### config.mk
export PLATFORM = sky130hd
export DESIGN_NAME = truth_table_seq_flat
export DESIGN_NICKNAME = d
export VERILOG_FILES = /design/src/rtl/truth_table_seq_if.sv /design/src/rtl/truth_table_seq.sv /design/src/flat_wrapper.sv
export SDC_FILE = /design/constraint.sdc
export NUM_CORES = 1
export LEC_CHECK = 0
export ABC_AREA = 1
export BUFFER_PORTS_ARGS = -buffer_cell sky130_fd_sc_hd__buf_4
export CAP_MARGIN = 25
export CORE_UTILIZATION = 40
export CTS_CLUSTER_SIZE = 8
export DETAILED_ROUTE_END_ITERATION = 6
export SETUP_SLACK_MARGIN = 0.1
export SYNTH_ARGS = -nofsm -noshare
export SYNTH_HDL_FRONTEND = slang
export SYNTH_SLANG_ARGS = --single-unit
### constraint.sdc
create_clock -name clk -period 4.2 [get_ports clk]
set_clock_uncertainty 0.1 [all_clocks]
set_input_delay 0.21 -clock clk [delete_from_list [all_inputs] [get_ports clk]]
set_output_delay 0.21 -clock clk [all_outputs]
set_load 0.02 [all_outputs]
### src/rtl/truth_table_seq_if.sv
// Operand, result and serial-configuration handshake bundle for truth_table_seq.
// The master side drives operands and config bits; the slave side is the LUT block.
interface truth_table_seq_if #(
    parameter int N_IN = 3
);
    logic [N_IN-1:0] in;
    logic            in_valid;
    logic            in_ready;
    logic            out;
    logic            out_valid;
    logic            out_ready;
    logic            cfg_start;
    logic            cfg_valid;
    logic            cfg_bit;
    logic            cfg_busy;

    modport master (
        output in, in_valid, out_ready, cfg_start, cfg_valid, cfg_bit,
        input  in_ready, out, out_valid, cfg_busy
    );

    modport slave (
        input  in, in_valid, out_ready, cfg_start, cfg_valid, cfg_bit,
        output in_ready, out, out_valid, cfg_busy
    );
endinterface

### src/rtl/truth_table_seq.sv
// Sequential reprogrammable LUT: evaluates a 2**N_IN-entry truth table with a valid/ready result.
// Optional macro LUT_SETTLE_EN adds a SETTLE state that delays each result by SETTLE_CYC cycles.
module truth_table_seq #(
    parameter int                  N_IN       = 3,
    parameter logic [2**N_IN-1:0] TT_INIT    = 8'hA7,
    parameter int                  SETTLE_CYC = 4
) (
    input  logic             clk,
    input  logic             rst,
    truth_table_seq_if.slave bus
);
    localparam int W     = 2**N_IN;
    localparam int CNT_W = (N_IN + 1 < 5) ? 5 : N_IN + 1;

    if (N_IN < 1 || N_IN > 6 || SETTLE_CYC < 1 || SETTLE_CYC > 255) begin : g_param_check
        $error("truth_table_seq: parameter out of range");
    end

`ifdef LUT_SETTLE_EN
    typedef enum logic [1:0] {ST_RUN, ST_LOAD, ST_SETTLE} state_t;
`else
    typedef enum logic [1:0] {ST_RUN, ST_LOAD} state_t;
`endif

    state_t           state_q, state_d;
    logic [W-1:0]     table_q, table_d;
    logic [W-1:0]     shadow_q, shadow_d;
    logic [CNT_W-1:0] cnt_q, cnt_d;
    logic             out_q, out_d;
    logic             out_valid_q, out_valid_d;
`ifdef LUT_SETTLE_EN
    logic [7:0]       settle_q, settle_d;
    logic             pend_out_q, pend_out_d;
    logic             cfg_pend_q, cfg_pend_d;
`endif

    logic in_ready;
    logic accept;
    logic result;

    // Table MSB holds the entry for the all-zeros operand, so index with the inverted operand.
    assign result   = table_q[~bus.in];
    assign in_ready = !rst && (state_q == ST_RUN) && !bus.cfg_start
                      && (!out_valid_q || bus.out_ready);
    assign accept   = bus.in_valid && in_ready;

    assign bus.in_ready  = in_ready;
    assign bus.out       = out_q;
    assign bus.out_valid = out_valid_q;
    assign bus.cfg_busy  = (state_q == ST_LOAD);

    always_comb begin
        state_d     = state_q;
        table_d     = table_q;
        shadow_d    = shadow_q;
        cnt_d       = cnt_q;
        out_d       = out_q;
        out_valid_d = out_valid_q;
`ifdef LUT_SETTLE_EN
        settle_d    = settle_q;
        pend_out_d  = pend_out_q;
        cfg_pend_d  = cfg_pend_q;
`endif

        if (out_valid_q && bus.out_ready) begin
            out_valid_d = 1'b0;
        end

        case (state_q)
            ST_RUN: begin
                if (bus.cfg_start) begin
                    state_d  = ST_LOAD;
                    shadow_d = '0;
                    cnt_d    = '0;
                end else if (accept) begin
`ifdef LUT_SETTLE_EN
                    state_d    = ST_SETTLE;
                    settle_d   = 8'd0;
                    pend_out_d = result;
`else
                    out_d       = result;
                    out_valid_d = 1'b1;
`endif
                end
            end

            // A full shadow commits in the cycle after its last bit arrives.
            ST_LOAD: begin
                if (bus.cfg_start) begin
                    shadow_d = '0;
                    cnt_d    = '0;
                end else if (cnt_q == CNT_W'(W)) begin
                    table_d = shadow_q;
                    cnt_d   = '0;
                    state_d = ST_RUN;
                end else if (bus.cfg_valid) begin
                    shadow_d = {shadow_q[W-2:0], bus.cfg_bit};
                    cnt_d    = cnt_q + CNT_W'(1);
                end
            end

`ifdef LUT_SETTLE_EN
            ST_SETTLE: begin
                if (bus.cfg_start) begin
                    cfg_pend_d = 1'b1;
                end
                if (settle_q == 8'(SETTLE_CYC - 1)) begin
                    out_d       = pend_out_q;
                    out_valid_d = 1'b1;
                    settle_d    = 8'd0;
                    if (cfg_pend_q || bus.cfg_start) begin
                        state_d    = ST_LOAD;
                        shadow_d   = '0;
                        cnt_d      = '0;
                        cfg_pend_d = 1'b0;
                    end else begin
                        state_d = ST_RUN;
                    end
                end else begin
                    settle_d = settle_q + 8'd1;
                end
            end
`endif

            default: state_d = ST_RUN;
        endcase
    end

    always_ff @(posedge clk or posedge rst) begin
        if (rst) begin
            state_q     <= ST_RUN;
            table_q     <= TT_INIT;
            shadow_q    <= '0;
            cnt_q       <= '0;
            out_q       <= 1'b0;
            out_valid_q <= 1'b0;
`ifdef LUT_SETTLE_EN
            settle_q    <= 8'd0;
            pend_out_q  <= 1'b0;
            cfg_pend_q  <= 1'b0;
`endif
        end else begin
            state_q     <= state_d;
            table_q     <= table_d;
            shadow_q    <= shadow_d;
            cnt_q       <= cnt_d;
            out_q       <= out_d;
            out_valid_q <= out_valid_d;
`ifdef LUT_SETTLE_EN
            settle_q    <= settle_d;
            pend_out_q  <= pend_out_d;
            cfg_pend_q  <= cfg_pend_d;
`endif
        end
    end
endmodule
### src/flat_wrapper.sv
// flat-port wrapper written by rule: the top's interface ports become plain ports
module truth_table_seq_flat 
#(
    parameter int                  N_IN       = 3,
    parameter logic [2**N_IN-1:0] TT_INIT    = 8'hA7,
    parameter int                  SETTLE_CYC = 4
)
  (clk, rst, bus_in, bus_in_valid, bus_out_ready, bus_cfg_start, bus_cfg_valid, bus_cfg_bit, bus_in_ready, bus_out, bus_out_valid, bus_cfg_busy);
  truth_table_seq_if #(.N_IN(N_IN)) bus_i ();
  input  logic clk;
  input  logic rst;
  input wire logic [$bits(bus_i.in)-1:0] bus_in;
  input wire logic [$bits(bus_i.in_valid)-1:0] bus_in_valid;
  input wire logic [$bits(bus_i.out_ready)-1:0] bus_out_ready;
  input wire logic [$bits(bus_i.cfg_start)-1:0] bus_cfg_start;
  input wire logic [$bits(bus_i.cfg_valid)-1:0] bus_cfg_valid;
  input wire logic [$bits(bus_i.cfg_bit)-1:0] bus_cfg_bit;
  output wire logic [$bits(bus_i.in_ready)-1:0] bus_in_ready;
  output wire logic [$bits(bus_i.out)-1:0] bus_out;
  output wire logic [$bits(bus_i.out_valid)-1:0] bus_out_valid;
  output wire logic [$bits(bus_i.cfg_busy)-1:0] bus_cfg_busy;
  assign bus_i.in = bus_in;
  assign bus_i.in_valid = bus_in_valid;
  assign bus_i.out_ready = bus_out_ready;
  assign bus_i.cfg_start = bus_cfg_start;
  assign bus_i.cfg_valid = bus_cfg_valid;
  assign bus_i.cfg_bit = bus_cfg_bit;
  assign bus_in_ready = bus_i.in_ready;
  assign bus_out = bus_i.out;
  assign bus_out_valid = bus_i.out_valid;
  assign bus_cfg_busy = bus_i.cfg_busy;
  truth_table_seq #(.N_IN(N_IN), .TT_INIT(TT_INIT), .SETTLE_CYC(SETTLE_CYC)) u_core (.clk(clk), .rst(rst), .bus(bus_i));
endmodule
==> Word-level counts from Yosys, hierarchy flattened <==
Cells that the tools add are included.
Widths: inputs -> output; s select.
{ "word_totals": {"ff_bits": 25, "latch_bits": 0, "mem_bits_rw": 0, "rom_bits": 0, "inputBits": 10, "output_inout_bits": 4, "word_cells": 54, "memories": 0} }
{ "op_classes": {"add_sub_neg": 1, "n_mul": 0, "div": 0, "n_lt_le_gt_ge": 1, "n_eq_ne": 8, "shift": 0, "mux": 20, "bitwise": 2, "reduce_logical": 16} }
{ "ops": {"columns": ["op", "count"], "rows": [
  ["$mux 8", 4],
  ["$mux 5", 4],
  ["$pmux 8 s2", 1],
  ["$reduce_and 3->1", 4],
  ["$pmux 5 s2", 1],
  ["$mux 2", 3],
  ["$ne 3x3->1 const B", 2],
  ["$add 5x1->5 const B", 1],
  ["$eq 5x4->1 const B", 1],
  ["$logic_and 1x1->1", 5],
  ["$mux 1", 5],
  ["$lt 3x4->1 const B", 1],
  ["$ne 2x2->1 const B", 2],
  ["$ne 4x3->1 const B", 1],
  ["$pmux 2 s2", 1],
  ["$reduce_and 4->1", 1],
  ["$bmux 1 s3", 1],
  ["$logic_not 1->1", 3],
  ["$not 3->3", 1],
  ["$eq 2x1->1 const B", 1],
  ["$logic_not 2->1", 1],
  ["$ne 2x1->1 const B", 1],
  ["$reduce_bool 2->1", 1],
  ["$logic_or 1x1->1", 1],
  ["$not 1->1", 1]
]} }

==> Depth between registers and ports, before layout <==
{ "logic_depth": {"ltp_word": 8, "mapped_depth": 8, "ltp_nobuf": 8} }

==> Worst setup path after synthesis <==
OpenSTA, ideal clock, no wires.
{ "synth_timing": {"path_kind": "in2reg", "startpoint": "in rst", "endpoint": "reg u_core.out_q, in the netlist u_core.bus.out", "setup_time_ns": 0.065, "arrival_ns": 1.488, "t_required_ns": 4.035, "slack_ns": 2.547, "cell_stages": 7, "path_buffers": 0, "cell_sequence": "inv_1 -> nand2_1 -> nor2_1 -> nand2_1 -> inv_1 -> nand3_1 -> nand2_1"} }
{ "synth_via": {"elab_chain_cells": 6} }
{ "synth_lines": {"columns": ["element", "line", "rtl"], "rows": [
  ["start, declared", "flat_wrapper.sv:11", "input logic rst;"],
  ["$logic_not 1->1", "truth_table_seq.sv:43", "assign in_ready = !rst && (state_q == ST_RUN) && !bus.cfg_start"],
  ["$logic_and 1x1->1 (2 in series)", "truth_table_seq.sv:43", null],
  ["$logic_and 1x1->1", "truth_table_seq.sv:44", "&& (!out_valid_q || bus.out_ready);"],
  ["via bus_in_ready", "flat_wrapper.sv:18", "output wire logic [$bits(bus_i.in_ready)-1:0] bus_in_ready;"],
  ["$logic_and 1x1->1", "truth_table_seq.sv:45", "assign accept = bus.in_valid && in_ready;"],
  ["$reduce_and 3->1 (no source line)", null, null],
  ["end signal, assigned", "truth_table_seq.sv:147", "out_q <= out_d;"],
  ["end, declared", "truth_table_seq.sv:29", "logic out_q, out_d;"]
]} }
The timed path passes the listed nets, and every way through them passes these cells.
A chain may end at the register's enable or synchronous reset.

==> Worst setup path in the final report <==
{ "layout_timing": {"startpoint": "in rst", "endpoint": "out bus_in_ready"} }
{ "layout_via": {"elab_chain_cells": 4} }
{ "layout_lines": {"columns": ["element", "line"], "rows": [
  ["$logic_not 1->1", "truth_table_seq.sv:43"],
  ["$logic_and 1x1->1 (2 in series)", "truth_table_seq.sv:43"],
  ["$logic_and 1x1->1", "truth_table_seq.sv:44"],
  ["end, declared", "flat_wrapper.sv:18"]
]} }
No other way between the ends.

==> qor.txt <==
Clock buffer depth -> 2
Synthesis-stage register bit count -> 24
Clock buffer count from CTS -> 3
Drt drc -> 0
Final setup vio count -> 0
Critical path class -> input pin to primary output
Die W -> 57.6 um
Max-Cap Viols -> 0
Achievable Freq -> 441 MHz
I/O Buffers -> 13
Tightest Hold Check Type -> input pin to flop
Yosys Warn Count -> 0
Area Growth Syn to Fin -> 16.2%
Most frequent CP cell -> buf_4
Synth Flop Type -> dfrtp_1
Leading area contributor after synthesis -> dfrtp_1
Period minus WS final -> 2.27 ns
CP Launch Type -> input pin
CTS root buffer -> clkbuf_4
Ant diodes -> 0
Final Max Tran Viols -> 0
Net count after synthesis -> 172
Initial antenna violation count -> 0
Final ANT Viol Nets -> 0
Final setup TNS -> 0 ns
Sequential share of the synthesized area -> 0.491
Core Area -> 2830 um2
Fraction of registers with async set/reset -> 1.00
Crit. End Element -> primary output
CP max stage delay -> 0.66 ns
Largest net degree at the start of global routing -> 26
Final Cell Area -> 1440 um2
Post-synth top area share -> 0.385
Post-synth EDFFs -> 0
Vias -> 1038
RSZ-0062 raised after global routing -> no
Commonest non-fill, non-tap cell in the layout -> nand2_1
Highest-delay cell along the critical path -> inv_1
Layout cell share with drive strength beyond 1 -> 0.147
H-tree levels -> 1
Vias in the first global route -> 1016
CP max FO -> 25
Ordered cell list for the critical path -> dlygate4sd3_1 -> buf_4 -> inv_1 -> nand2_1 -> nor2_1 -> buf_4
Dpl ws -> 2.42 ns
Starting Density -> 0.437
Detailed Route Iter0 Violations -> 36
Netlist Area Pre-Place -> 1230 um2
Most frequent cells in the layout -> nand2_1, inv_1, dfrtp_1, nor2_1, buf_4
Yosys cell types -> 18
TritonCTS clock tree -> yes
Clk slew on worst S/H paths -> 0.13 ns
Final Cycle Share -> 0.540
Clk Latency, worst-skew pair -> 0.32 ns
Vias per inst -> 4.99
Final nets -> 190
Peak VDD IR -> 0.174 mV
WP data required -> 3.89 ns
Setup Buffers After CTS -> 0
Global-route wire length before repair -> 4200 um
Largest cells by area after synthesis -> dfrtp_1, nand2_1, dfstp_2, inv_1, nand3_1
Placed cell area -> 1360 um2
Status -> completed
IO Count -> 14
Final Hold Vio Count -> 0
Fill cells -> 299
Wire per inst -> 11.3 um
Fin worst setup slack -> 1.93 ns
GPL Wtd Cong -> 0.750
Actual slew at the worst max-slew pin -> 0.916 ns
Final WL -> 2350 um
Die Y -> 57.6 um
Die area -> 3310 um2
Avg Cell Area, Syn -> 7.72 um2
Hold Slack -> 0.0295 ns
Core Rows -> 19
Cells after Synth -> 160
Power density cells -> 343 nW/um2
Crit path DAT -> 1.96 ns
Max-slew headroom -> 0.389
Static Leak -> 0.000782 uW
DRT Pass-1 Iters -> 4
GRT Overall Usage -> 0.166
GRT overflow -> 0
Final HPWL DP -> 1780 um
Clk sink count -> 24
[report_power, final]
group	internal, uW	switching [uW]	leakage [uW]	total (uW)
Clock	96.6	72.1	0.0000279	169
Combinational	26.7	38.2	0.000461	64.9
Sequential	247	12.1	0.000293	259
[area by class of cell]
class | count | area [um2] | area share
Sequential cell | 24 | 607 | 0.423
Multi-Input combinational cell | 106 | 514 | 0.358
Timing Repair Buffer | 15 | 118 | 0.0820
Inverter | 28 | 105 | 0.0732
Tap cell | 31 | 38.8 | 0.0270
Clock inverter | 1 | 30.0 | 0.0209
Clock buffer | 3 | 22.5 | 0.0157
[cell families after synthesis]
logic type,share of synthesized area
and+or+nand+nor,0.334
buffers and inverters,0.0922
xor gates and xnor gates,0.0213
AOI/OAI and AO/OA,0.0405
adders and majority gates,0.0203
DFF,0.491
[routing by layer]
| layer | global-route usage | part of all wire | vias up |
|---|---|---|---|
| li1 | - | - | 532 |
| met1 | 0.197 | 0.45 | 488 |
| met2 | 0.294 | 0.51 | 13 |
| met3 | 0.0272 | 0.024 | 5 |
| met4 | 0.0732 | 0.019 | 0 |
| met5 | 0 | 0 | - |
[registers in the layout, summed over array words and instances, names as in the netlist]
register	flops
u_core.bus.out	1
u_core.cnt_q	5
u_core.shadow_q	8
u_core.bus.out_valid	1
u_core.table_q	8
u_core.state_q	1
[synthesized netlist by cell type (2+ instances only)]
| master | number |
|---|---|
| o21ai_0 | 9 |
| ha_1 | 2 |
| dfrtp_1 | 19 |
| nor2_1 | 13 |
| nand4_1 | 8 |
| dfstp_2 | 5 |
| nand3_1 | 12 |
| xnor2_1 | 2 |
| inv_1 | 28 |
| nand2_1 | 54 |
[per-stage QoR]
| step | utilization | total power [uW] | cells |
|---|---|---|---|
| finish | 0.507 | 492 | 208 |
| CTS | 0.507 | 500 | 208 |
| global placement | 0.482 | 323 | 202 |
| floorplan | - | 306 | 160 |
| detailed placement | 0.482 | 328 | 202 |
| global route | 0.507 | 519 | 208 |
[worst max-delay path: cells and delay by family]
family / cells / cell delay (ns)
simple gates: 2 / 0.27
buf+inv: 4 / 1.49
[path summary, 6_finish.rpt]
path                               startpoint                  to  cells past startpoint  slack (ns)
max                                       rst        bus_in_ready                      6        1.93
min                               bus_cfg_bit  u_core.shadow_q[0]                      3        0.03
max reg2reg                   u_core.cnt_q[0]  u_core.shadow_q[0]                      8        2.48
min reg2reg                u_core.shadow_q[1]  u_core.shadow_q[1]                      2        0.39
max in group asynchronous                 rst  u_core.shadow_q[3]                      3        2.91
min in group asynchronous                 rst     u_core.cnt_q[4]                      3        0.53
[timing repair]
action                     4_1_cts  5_1_grt
hold endpoints to repair        10        0
setup endpoints to repair        0        0
hold buffers                     2        0
resized for setup                0        0
(Power assumes the default switching activity.)
